## config.mk

```make
export PLATFORM = sky130hd
export DESIGN_NAME = alu_seq
export DESIGN_NICKNAME = d
export VERILOG_FILES = /design/src/rtl/alu_seq_pkg.sv /design/src/rtl/alu_seq_mult_sa.sv /design/src/rtl/alu_seq.sv
export SDC_FILE = /design/constraint.sdc
export NUM_CORES = 1
export LEC_CHECK = 0
export CORE_MARGIN = 10
export CORE_UTILIZATION = 50
export DETAILED_ROUTE_END_ITERATION = 8
export GPL_TIMING_DRIVEN = 0
export HOLD_SLACK_MARGIN = 0.06
export PLACE_DENSITY_LB_ADDON = 0.25
export RECOVER_POWER = 100
export SETUP_SLACK_MARGIN = 0.15
export SLEW_MARGIN = 10
export SYNTH_ARGS = -nofsm -noshare
export SYNTH_HDL_FRONTEND = slang
export SYNTH_SLANG_ARGS = --single-unit
```

## constraint.sdc

```tcl
create_clock -name clk_i -period 1.9 [get_ports clk_i]
set_input_delay 0.19 -clock clk_i [delete_from_list [all_inputs] [get_ports clk_i]]
set_output_delay 0.19 -clock clk_i [all_outputs]
set_load 0.02 [all_outputs]
```

## src/rtl/alu_seq_pkg.sv

```systemverilog
// Shared opcode and state encodings for the alu_seq operation sequencer.
package alu_seq_pkg;

  typedef enum logic [1:0] {
    OP_SUM = 2'b00,
    OP_SUB = 2'b01,
    OP_MUL = 2'b10,
    OP_DIV = 2'b11
  } op_e;

  typedef enum logic [2:0] {
    S_IDLE     = 3'd0,
    S_EXEC     = 3'd1,
    S_MUL      = 3'd2,
    S_DIV_INIT = 3'd3,
    S_DIV_WAIT = 3'd4,
    S_DONE     = 3'd5
  } state_e;

endpackage

```

## src/rtl/alu_seq_mult_sa.sv

```systemverilog
// W-iteration shift-add multiplier (mult_sa): load clears the accumulator, each step
// consumes one multiplier LSB. product_o is the accumulator value after the current step.
module alu_seq_mult_sa #(
  parameter int W = 3
) (
  input  logic           clk_i,
  input  logic           rst_i,
  input  logic           load_i,
  input  logic           step_i,
  input  logic [W-1:0]   a_i,
  input  logic [W-1:0]   b_i,
  output logic [2*W-1:0] product_o,
  output logic           done_o
);

  localparam int CW = $clog2(W + 1);

  logic [2*W-1:0] acc_q, acc_d;
  logic [2*W-1:0] mcand_q, mcand_d;
  logic [W-1:0]   mplier_q, mplier_d;
  logic [CW-1:0]  cnt_q, cnt_d;

  always_comb begin
    acc_d    = acc_q;
    mcand_d  = mcand_q;
    mplier_d = mplier_q;
    cnt_d    = cnt_q;
    if (load_i) begin
      acc_d    = '0;
      mcand_d  = {{W{1'b0}}, a_i};
      mplier_d = b_i;
      cnt_d    = '0;
    end else if (step_i) begin
      if (mplier_q[0]) begin
        acc_d = acc_q + mcand_q;
      end
      mcand_d  = mcand_q << 1;
      mplier_d = mplier_q >> 1;
      cnt_d    = cnt_q + CW'(1);
    end
  end

  // done_o flags the step that completes the W-th iteration, so the caller can
  // capture product_o on that same edge.
  assign product_o = acc_d;
  assign done_o    = step_i && !load_i && (cnt_q == CW'(W - 1));

  always_ff @(posedge clk_i) begin
    if (!rst_i) begin
      acc_q    <= '0;
      mcand_q  <= '0;
      mplier_q <= '0;
      cnt_q    <= '0;
    end else begin
      acc_q    <= acc_d;
      mcand_q  <= mcand_d;
      mplier_q <= mplier_d;
      cnt_q    <= cnt_d;
    end
  end

endmodule

```

## src/rtl/alu_seq.sv

```systemverilog
// Operation sequencer in front of the Lab2 divisor stage: sum/sub locally, multiply via
// the shift-add unit, divide by driving the external divider, then one done pulse.
module alu_seq
  import alu_seq_pkg::*;
#(
  parameter int W             = 3,
  parameter int DIV_INIT_HOLD = 2
) (
  input  logic           clk_i,
  input  logic           rst_i,
  input  logic [W-1:0]   A_i,
  input  logic [W-1:0]   B_i,
  input  logic [1:0]     op_i,
  input  logic           start_i,
  output logic [W-1:0]   div_a_o,
  output logic [W-1:0]   div_b_o,
  output logic           div_init_o,
  input  logic [W-1:0]   div_q_i,
  output logic [2*W-1:0] result_o,
  output logic           sign_o,
  output logic           err_o,
  output logic           busy_o,
  output logic           done_o
);

  localparam int HW = $clog2(DIV_INIT_HOLD + 1);

  state_e         state_q, state_d;
  logic [W-1:0]   a_q, a_d;
  logic [W-1:0]   b_q, b_d;
  op_e            op_q, op_d;
  logic [2*W-1:0] result_q, result_d;
  logic           sign_q, sign_d;
  logic           err_q, err_d;
  logic [HW-1:0]  hold_q, hold_d;

  logic           mul_load, mul_step, mul_done;
  logic [2*W-1:0] mul_prod;

  alu_seq_mult_sa #(.W(W)) u_mult (
    .clk_i     (clk_i),
    .rst_i     (rst_i),
    .load_i    (mul_load),
    .step_i    (mul_step),
    .a_i       (a_q),
    .b_i       (b_q),
    .product_o (mul_prod),
    .done_o    (mul_done)
  );

  always_comb begin
    state_d  = state_q;
    a_d      = a_q;
    b_d      = b_q;
    op_d     = op_q;
    result_d = result_q;
    sign_d   = sign_q;
    err_d    = err_q;
    hold_d   = hold_q;
    mul_load = 1'b0;
    mul_step = 1'b0;

    unique case (state_q)
      S_IDLE: begin
        if (start_i) begin
          a_d     = A_i;
          b_d     = B_i;
          op_d    = op_e'(op_i);
          sign_d  = 1'b0;
          err_d   = 1'b0;
          state_d = S_EXEC;
        end
      end
      S_EXEC: begin
        unique case (op_q)
          OP_SUM: begin
            result_d = {{(W-1){1'b0}}, {1'b0, a_q} + {1'b0, b_q}};
            state_d  = S_DONE;
          end
          OP_SUB: begin
            if (a_q >= b_q) begin
              result_d = {{W{1'b0}}, a_q - b_q};
              sign_d   = 1'b0;
            end else begin
              result_d = {{W{1'b0}}, b_q - a_q};
              sign_d   = 1'b1;
            end
            state_d = S_DONE;
          end
          OP_MUL: begin
            mul_load = 1'b1;
            state_d  = S_MUL;
          end
          OP_DIV: begin
            // A zero divisor is flagged here and the divider is never started.
            if (b_q == '0) begin
              result_d = '0;
              err_d    = 1'b1;
              state_d  = S_DONE;
            end else begin
              hold_d  = '0;
              state_d = S_DIV_INIT;
            end
          end
          default: state_d = S_IDLE;
        endcase
      end
      S_MUL: begin
        mul_step = 1'b1;
        if (mul_done) begin
          result_d = mul_prod;
          state_d  = S_DONE;
        end
      end
      S_DIV_INIT: begin
        if (hold_q == HW'(DIV_INIT_HOLD - 1)) begin
          hold_d  = '0;
          state_d = S_DIV_WAIT;
        end else begin
          hold_d = hold_q + HW'(1);
        end
      end
      S_DIV_WAIT: begin
        result_d = {{W{1'b0}}, div_q_i};
        state_d  = S_DONE;
      end
      S_DONE:  state_d = S_IDLE;
      default: state_d = S_IDLE;
    endcase
  end

  always_ff @(posedge clk_i) begin
    if (!rst_i) begin
      state_q  <= S_IDLE;
      a_q      <= '0;
      b_q      <= '0;
      op_q     <= OP_SUM;
      result_q <= '0;
      sign_q   <= 1'b0;
      err_q    <= 1'b0;
      hold_q   <= '0;
    end else begin
      state_q  <= state_d;
      a_q      <= a_d;
      b_q      <= b_d;
      op_q     <= op_d;
      result_q <= result_d;
      sign_q   <= sign_d;
      err_q    <= err_d;
      hold_q   <= hold_d;
    end
  end

  // Divider operands come straight from the capture registers, so they only move on an accepted start.
  assign div_a_o    = a_q;
  assign div_b_o    = b_q;
  assign div_init_o = (state_q == S_DIV_INIT);
  assign result_o   = result_q;
  assign sign_o     = sign_q;
  assign err_o      = err_q;
  assign busy_o     = (state_q != S_IDLE);
  assign done_o     = (state_q == S_DONE);

endmodule

```

==> results.py, run 1 <==
metrics = {
    "clocking": {
        "cts_max_level": 2,
        "numCtsBuffers": 5,
        "clk_transition_reported_paths_ps": 80,
        "cts_sinks": 38,
        "cts_tree": "yes",
        "clockBufferDepth": 2,
        "cts-root-buf": "clkbuf_8",
        "clkLatencyLatePin_ps": 290,
    },
    "sta": {
        "rsz0062_at_grt": "yes",
        "setup_viol": 0,
        "hold_violations": 0,
        "timing.hold.ws_ps": 440.6,
        "maxSlewViolCount": 0,
        "fin_crit_sh_pct": 98.86,
        "worstMarginPinSlew_ps": 647.7,
        "clock_skew_ps": 7.339,
        "fin_crit_ps": 1878,
        "fmax_ghz": 0.5324,
        "max-slew-margin-rel_pct": 56.82,
    },
    "critical_path": {
        "required_ps": 2070,
        "worstPathMaxFanout": 3,
        "rrSetupSlack_ps": 20,
        "critPathLaunchType": "register",
        "criticalPathCategory": "reg -> reg",
        "max_stage_delay_ps": 540,
        "worst_setup_path_end_kind": "register",
        "critPathMostFrequentCell": "o22a_1",
        "crit_chain": "ha_4 -> inv_2 -> fa_1 -> nor3_2 -> o22a_1 -> o22a_1 -> a2bb2oi_2 -> a21oi_1",
        "critPathArrivalTime_ps": 2050,
        "critPathSlowestCell": "fa_1",
    },
    "layout": {
        "final_common_cell": "nand2_1",
        "stdcell_area_um2": 3292,
        "fin_nets": 383,
        "most-common-layout-cells": "54 x nand2_1, 25 x dfxtp_1, 16 x a21oi_1, 16 x clkdlybuf4s50_1, 15 x nor2_1",
        "syn_to_final_growth_pct": 35.48,
        "num_antenna_cells": 0,
        "drive_gt1_share_pct": 24.50,
    },
    "logic_synthesis": {
        "synth.distinct_cells": 52,
        "synth-edff-count": 0,
        "synth_flop_cell": "dfxtp_1",
        "async_reset_ff_share_pct": 0,
        "syn_area_um2": 2430,
        "syn_inst": 296,
        "seq_area_frac_synth_pct": 31.31,
        "synth_seq_cells": 38,
        "syn_nets": 332,
        "avgSynthCellArea_um2": 8.209,
        "synth_warnings": 0,
    },
    "die": {
        "core-area_um2": 4723,
        "dieArea_um2": 8048,
        "num_rows": 25,
        "die_width_um": 89.71,
        "die_h_um": 89.71,
        "design.portCount": 31,
        "start_util_pct": 51.44,
    },
    "drt": {
        "firstDrtPassIters": 4,
        "viasPerCell": 5.510,
        "drc": 0,
        "vias": 2281,
        "drt-initial-drc-count": 132,
        "wl_mm": 6.604,
        "drtAntennaViolNets": 0,
        "routedWlPerCell_um": 15.95,
    },
    "placement": {
        "port_buffers": 30,
        "postPlaceCellArea_um2": 2893,
        "place.detailed.hpwl_mm": 4.508,
        "gp_congestion": 0.8703,
    },
    "hold_path": {
        "hold_class": "reg -> reg",
    },
    "global_route": {
        "grt.total_usage_pct": 15.57,
        "grt_remaining_overflow": 0,
        "grt_max_degree": 11,
        "grt_pass1_wl_mm": 10.69,
        "antenna_found_initial": 0,
        "grt_pass1_vias": 2174,
    },
    "power_and_ir_drop": {
        "cellPowerDensity_nw_per_um2": 703.7,
        "finalPower_mw": 2.316,
        "p_leak_nw": 1.234,
        "vdd_ir_drop_max_uv": 542.2,
    },
    "run": {
        "cap_violations": 0,
    },
    "status": {
        "status": "finished, final reports clean",
    },
}
[state kept, by name, indices dropped and copies added (netlist names)]
register         cells
result_o             6
div_b_o              3
u_mult.acc_q         6
op_q                 2
state_q              3
u_mult.cnt_q         2
err_o                1
hold_q               2
u_mult.mcand_q       6
div_a_o              3
u_mult.mplier_q      3
sign_o               1
[layout make-up]
cell class | instances | area [um^2]
Timing Repair Buffer | 43 | 399.1
Buffer | 15 | 77.57
Inverter | 15 | 66.31
Sequential cell | 38 | 794.5
Multi-Input combinational cell | 229 | 1794
Tap cell | 67 | 83.83
Fill cell | 369 | 1431
Clock buffer | 7 | 76.32
[layer usage]
metal | track usage, % | vias to the layer above | part of all wire, %
li1 | - | 1137 | -
met1 | 18.93 | 1070 | 46
met2 | 26.69 | 60 | 48
met3 | 3.408 | 14 | 4.3
met4 | 4.447 | 0 | 1.8
met5 | 0 | - | 0
[where the power goes]
group          leakage [nW]  switching, mW  internal (mW)  total, mW
clock network        0.0383          0.283          0.253      0.536
logic                 0.880          0.451          0.410      0.862
registers             0.316         0.0676          0.851      0.919
total                  1.23          0.802           1.51       2.32
[repair_timing]
| item | 4_1_cts | 5_1_grt |
|---|---|---|
| buffers inserted | 11 | 2 |
| gates resized for setup | 27 | 43 |
| pin swaps | 12 | 14 |
| cloned | 1 | 0 |
| hold buffers | 0 | 0 |
| hold endpoints to repair | 0 | 0 |
| setup endpoints to repair | 10 | 28 |
[cells by family after synthesis]
group | synth area share (%)
and+or+nand+nor | 23.02
AOI/OAI and AO/OA | 22.61
DFF | 31.31
buffers and inverters | 5.355
adders and majority gates | 12.56
muxes | 3.347
xor gates and xnor gates | 1.803
[cell usage after synthesis (7+ instances only)]
master	n	area share (%)
a21oi_1	18	3.7
mux2i_1	7	2.9
dfxtp_1	38	31
a21boi_0	11	3.4
nor3b_1	7	2.2
nand2_1	55	8.5
inv_1	14	2.2
nor2b_1	9	2.3
clkbuf_1	9	1.4
nor2_1	16	2.5
ha_1	18	9.3
[path summary, 6_finish.rpt]
kind / from / end / cells past startpoint
min: hold_q[1] / hold_q[1] / 2
max reg2reg: div_b_o[0] / result_o[1] / 8
min reg2reg: hold_q[1] / hold_q[1] / 2
max: div_b_o[0] / result_o[1] / 8
[worst max-delay path: cells and delay by family (launching register included)]
| kind | cells | cell delay [ps] |
|---|---|---|
| fa+ha+maj | 2 | 680 |
| compound gates | 4 | 600 |
| flops | 1 | 380 |
| simple gates | 1 | 60 |
| buf+inv | 1 | 30 |
[metrics by stage]
| stage | std cells | setup slack, ps | TNS, ps | util [%] |
|---|---|---|---|---|
| final | 414 | 21.59 | 0 | 69.70 |
| after global routing | 414 | -14.38 | -14.38 | 69.70 |
| after CTS | 412 | 7.471 | 0 | 66.94 |
| after detailed placement | 393 | -69.14 | -149.7 | 61.25 |
| after global placement | 393 | -48.40 | -98.03 | 61.25 |
| after floorplan | 296 | 32.99 | 0 | - |
Note: power is estimated with default switching activity, not from simulation.
==> run 2: changes to the inputs <==
--- a/config.mk
+++ b/config.mk
@@ -8,7 +8,6 @@
 export CORE_MARGIN = 10
 export CORE_UTILIZATION = 50
 export DETAILED_ROUTE_END_ITERATION = 8
-export GPL_TIMING_DRIVEN = 0
 export HOLD_SLACK_MARGIN = 0.06
 export PLACE_DENSITY_LB_ADDON = 0.25
 export RECOVER_POWER = 100
==> results.py, run 2 (same netlist as run 1, synthesis figures left out) <==
metrics = {
    "placement": {
        "port_buffers": 30,
        "place.detailed.hpwl_mm": 4.637,
        "gp_congestion": 0.8824,
        "placed_cells": 400,
        "place_ws_ps": 12.92,
    },
    "global_route": {
        "met1_usage_pct": 18.27,
        "gr-usage-met3_pct": 4.821,
        "grt.busiest_layer": "met2",
        "grt_remaining_overflow": 0,
        "grt_use_met2_pct": 28.33,
        "grt_pass1_wl_mm": 11.03,
        "grt_pass1_vias": 2317,
        "antenna_found_initial": 0,
        "grt_max_degree": 30,
        "grt.total_usage_pct": 16.26,
    },
    "run": {
        "cap_violations": 0,
    },
    "critical_path": {
        "critPathLaunchType": "register",
        "regToRegStartpoint": "div_a_o[0]",
        "crit_start": "div_a_o[0]",
        "max_stage_delay_ps": 510,
        "critPathArrivalTime_ps": 2090,
        "worstPathMaxFanout": 4,
        "crit_family": "adder cells",
        "required_ps": 2090,
        "crit_buf_inv": 2,
        "worst_setup_path_end_kind": "register",
        "criticalPathCategory": "reg -> reg",
        "crit_chain": "buf_12 -> ha_4 -> inv_2 -> fa_1 -> nor3_2 -> o22a_1 -> o22a_1 -> a2bb2oi_2 -> a21oi_1",
        "critPathMostFrequentCell": "o22a_1",
        "critPathSlowestCell": "fa_1",
    },
    "power_and_ir_drop": {
        "cellPowerDensity_nw_per_um2": 775.4,
        "p_leak_nw": 1.308,
        "vdd_ir_drop_max_uv": 488.2,
    },
    "die": {
        "dieArea_um2": 8048,
        "die_h_um": 89.71,
        "start_util_pct": 51.44,
        "core-area_um2": 4723,
        "num_rows": 25,
        "design.portCount": 31,
        "die_width_um": 89.71,
    },
    "status": {
        "status": "finished, final reports clean",
    },
    "sta": {
        "setup_ws_ps": 6.323,
        "worstMarginPinSlew_ps": 510.1,
        "maxSlewViolCount": 0,
        "fin_crit_sh_pct": 99.67,
        "timing.hold.ws_ps": 419.9,
        "clock_skew_ps": 13.09,
        "setup_viol": 0,
        "rsz0062_at_grt": "yes",
        "fmax_ghz": 0.5281,
        "fin_crit_ps": 1894,
        "hold_violations": 0,
        "max-slew-margin-rel_pct": 65.86,
    },
    "clocking": {
        "clkLatencyLatePin_ps": 310,
        "cts_sinks": 38,
        "clockBufferDepth": 2,
        "clk_transition_reported_paths_ps": 80,
        "cts_tree": "yes",
        "numCtsBuffers": 5,
        "cts_hold_buffers": 0,
        "cts-root-buf": "clkbuf_8",
        "cts_max_level": 2,
    },
    "drt": {
        "viasPerCell": 5.493,
        "routedWlPerCell_um": 16.07,
        "drtAntennaViolNets": 0,
        "vias": 2296,
        "drt-initial-drc-count": 190,
        "firstDrtPassIters": 5,
        "wl_mm": 6.716,
        "drc": 0,
    },
    "layout": {
        "drive_gt1_share_pct": 24.22,
        "num_antenna_cells": 0,
        "fin_cells": 418,
        "syn_to_final_growth_pct": 36.56,
        "most-common-layout-cells": "55 x nand2_1, 27 x buf_4, 25 x dfxtp_1, 17 x a21oi_1, 15 x nor2_1",
        "final_common_cell": "nand2_1",
        "fin_nets": 386,
    },
    "hold_path": {
        "hold_class": "in -> reg",
        "min_from": "B_i[0]",
    },
}
==> run 2: changes by cell type in the layout (fill, tap and decap cells not counted), moves of 3 or more <==
cell,previous run,this run
buf_4,12,27
clkbuf_1,9,3
buf_2,4,0
and2_1,3,0
clkbuf_2,3,0
clkdlybuf4s50_1,16,13
dlygate4sd3_1,11,14
==> run 2: path summary, 6_finish.rpt <==
path                            slack [ps]           to  depth (start not counted)
worst max register to register           6  result_o[1]                          9
worst max-delay path                     6  result_o[1]                          9
worst min register to register         450    hold_q[1]                          2
worst min-delay path                   420   div_b_o[0]                          3
==> run 2: power by group <==
| part | total [mW] | leakage, nW | switching, mW | internal, mW |
|---|---|---|---|---|
| combinational | 0.854 | 0.925 | 0.440 | 0.414 |
| clock | 0.798 | 0.0665 | 0.325 | 0.473 |
| sequential | 0.920 | 0.316 | 0.0701 | 0.850 |
==> run 2: what timing repair did <==
| item | CTS | global route |
|---|---|---|
| setup endpoints to repair | 10 | 10 |
| cloned | 1 | 0 |
| setup buffers | 9 | 0 |
| pin swaps | 10 | 12 |
| gates resized for setup | 17 | 23 |
==> run 2: area by class of cell <==
class / count / area, um^2
Clock buffer: 6 / 93.84
Clock inverter: 2 / 38.79
Fill cell: 383 / 1405
Inverter: 15 / 63.81
Multi-Input combinational cell: 229 / 1715
Sequential cell: 38 / 792.0
Tap cell: 67 / 83.83
Timing Repair Buffer: 61 / 530.5
==> run 2: worst register-to-register path: stages (launching register included) <==
cell	delay (ps)
dfxtp_4	370
buf_12	110
ha_4	130
inv_2	30
fa_1	510
nor3_2	60
o22a_1	170
o22a_1	190
a2bb2oi_2	150
a21oi_1	70
==> run 2: layer usage <==
layer  vias up  part of all wire (%)
li1       1139                     -
met3        15                   4.9
met5         -                     0
met4         0                   2.4
met1      1085                    43
met2        57                    50
==> run 2: through the flow <==
stage	instance area (um^2)	setup TNS (ps)	total power [mW]	utilization (%)
2_1_floorplan	2509	0	1.413	-
3_3_place_gp	2989	0	1.675	63.28
4_1_cts	3264	0	2.568	69.11
5_1_grt	3318	-41.15	2.689	70.25
3_5_place_dp	2989	0	1.693	63.28
6_report	3318	0	2.573	70.25
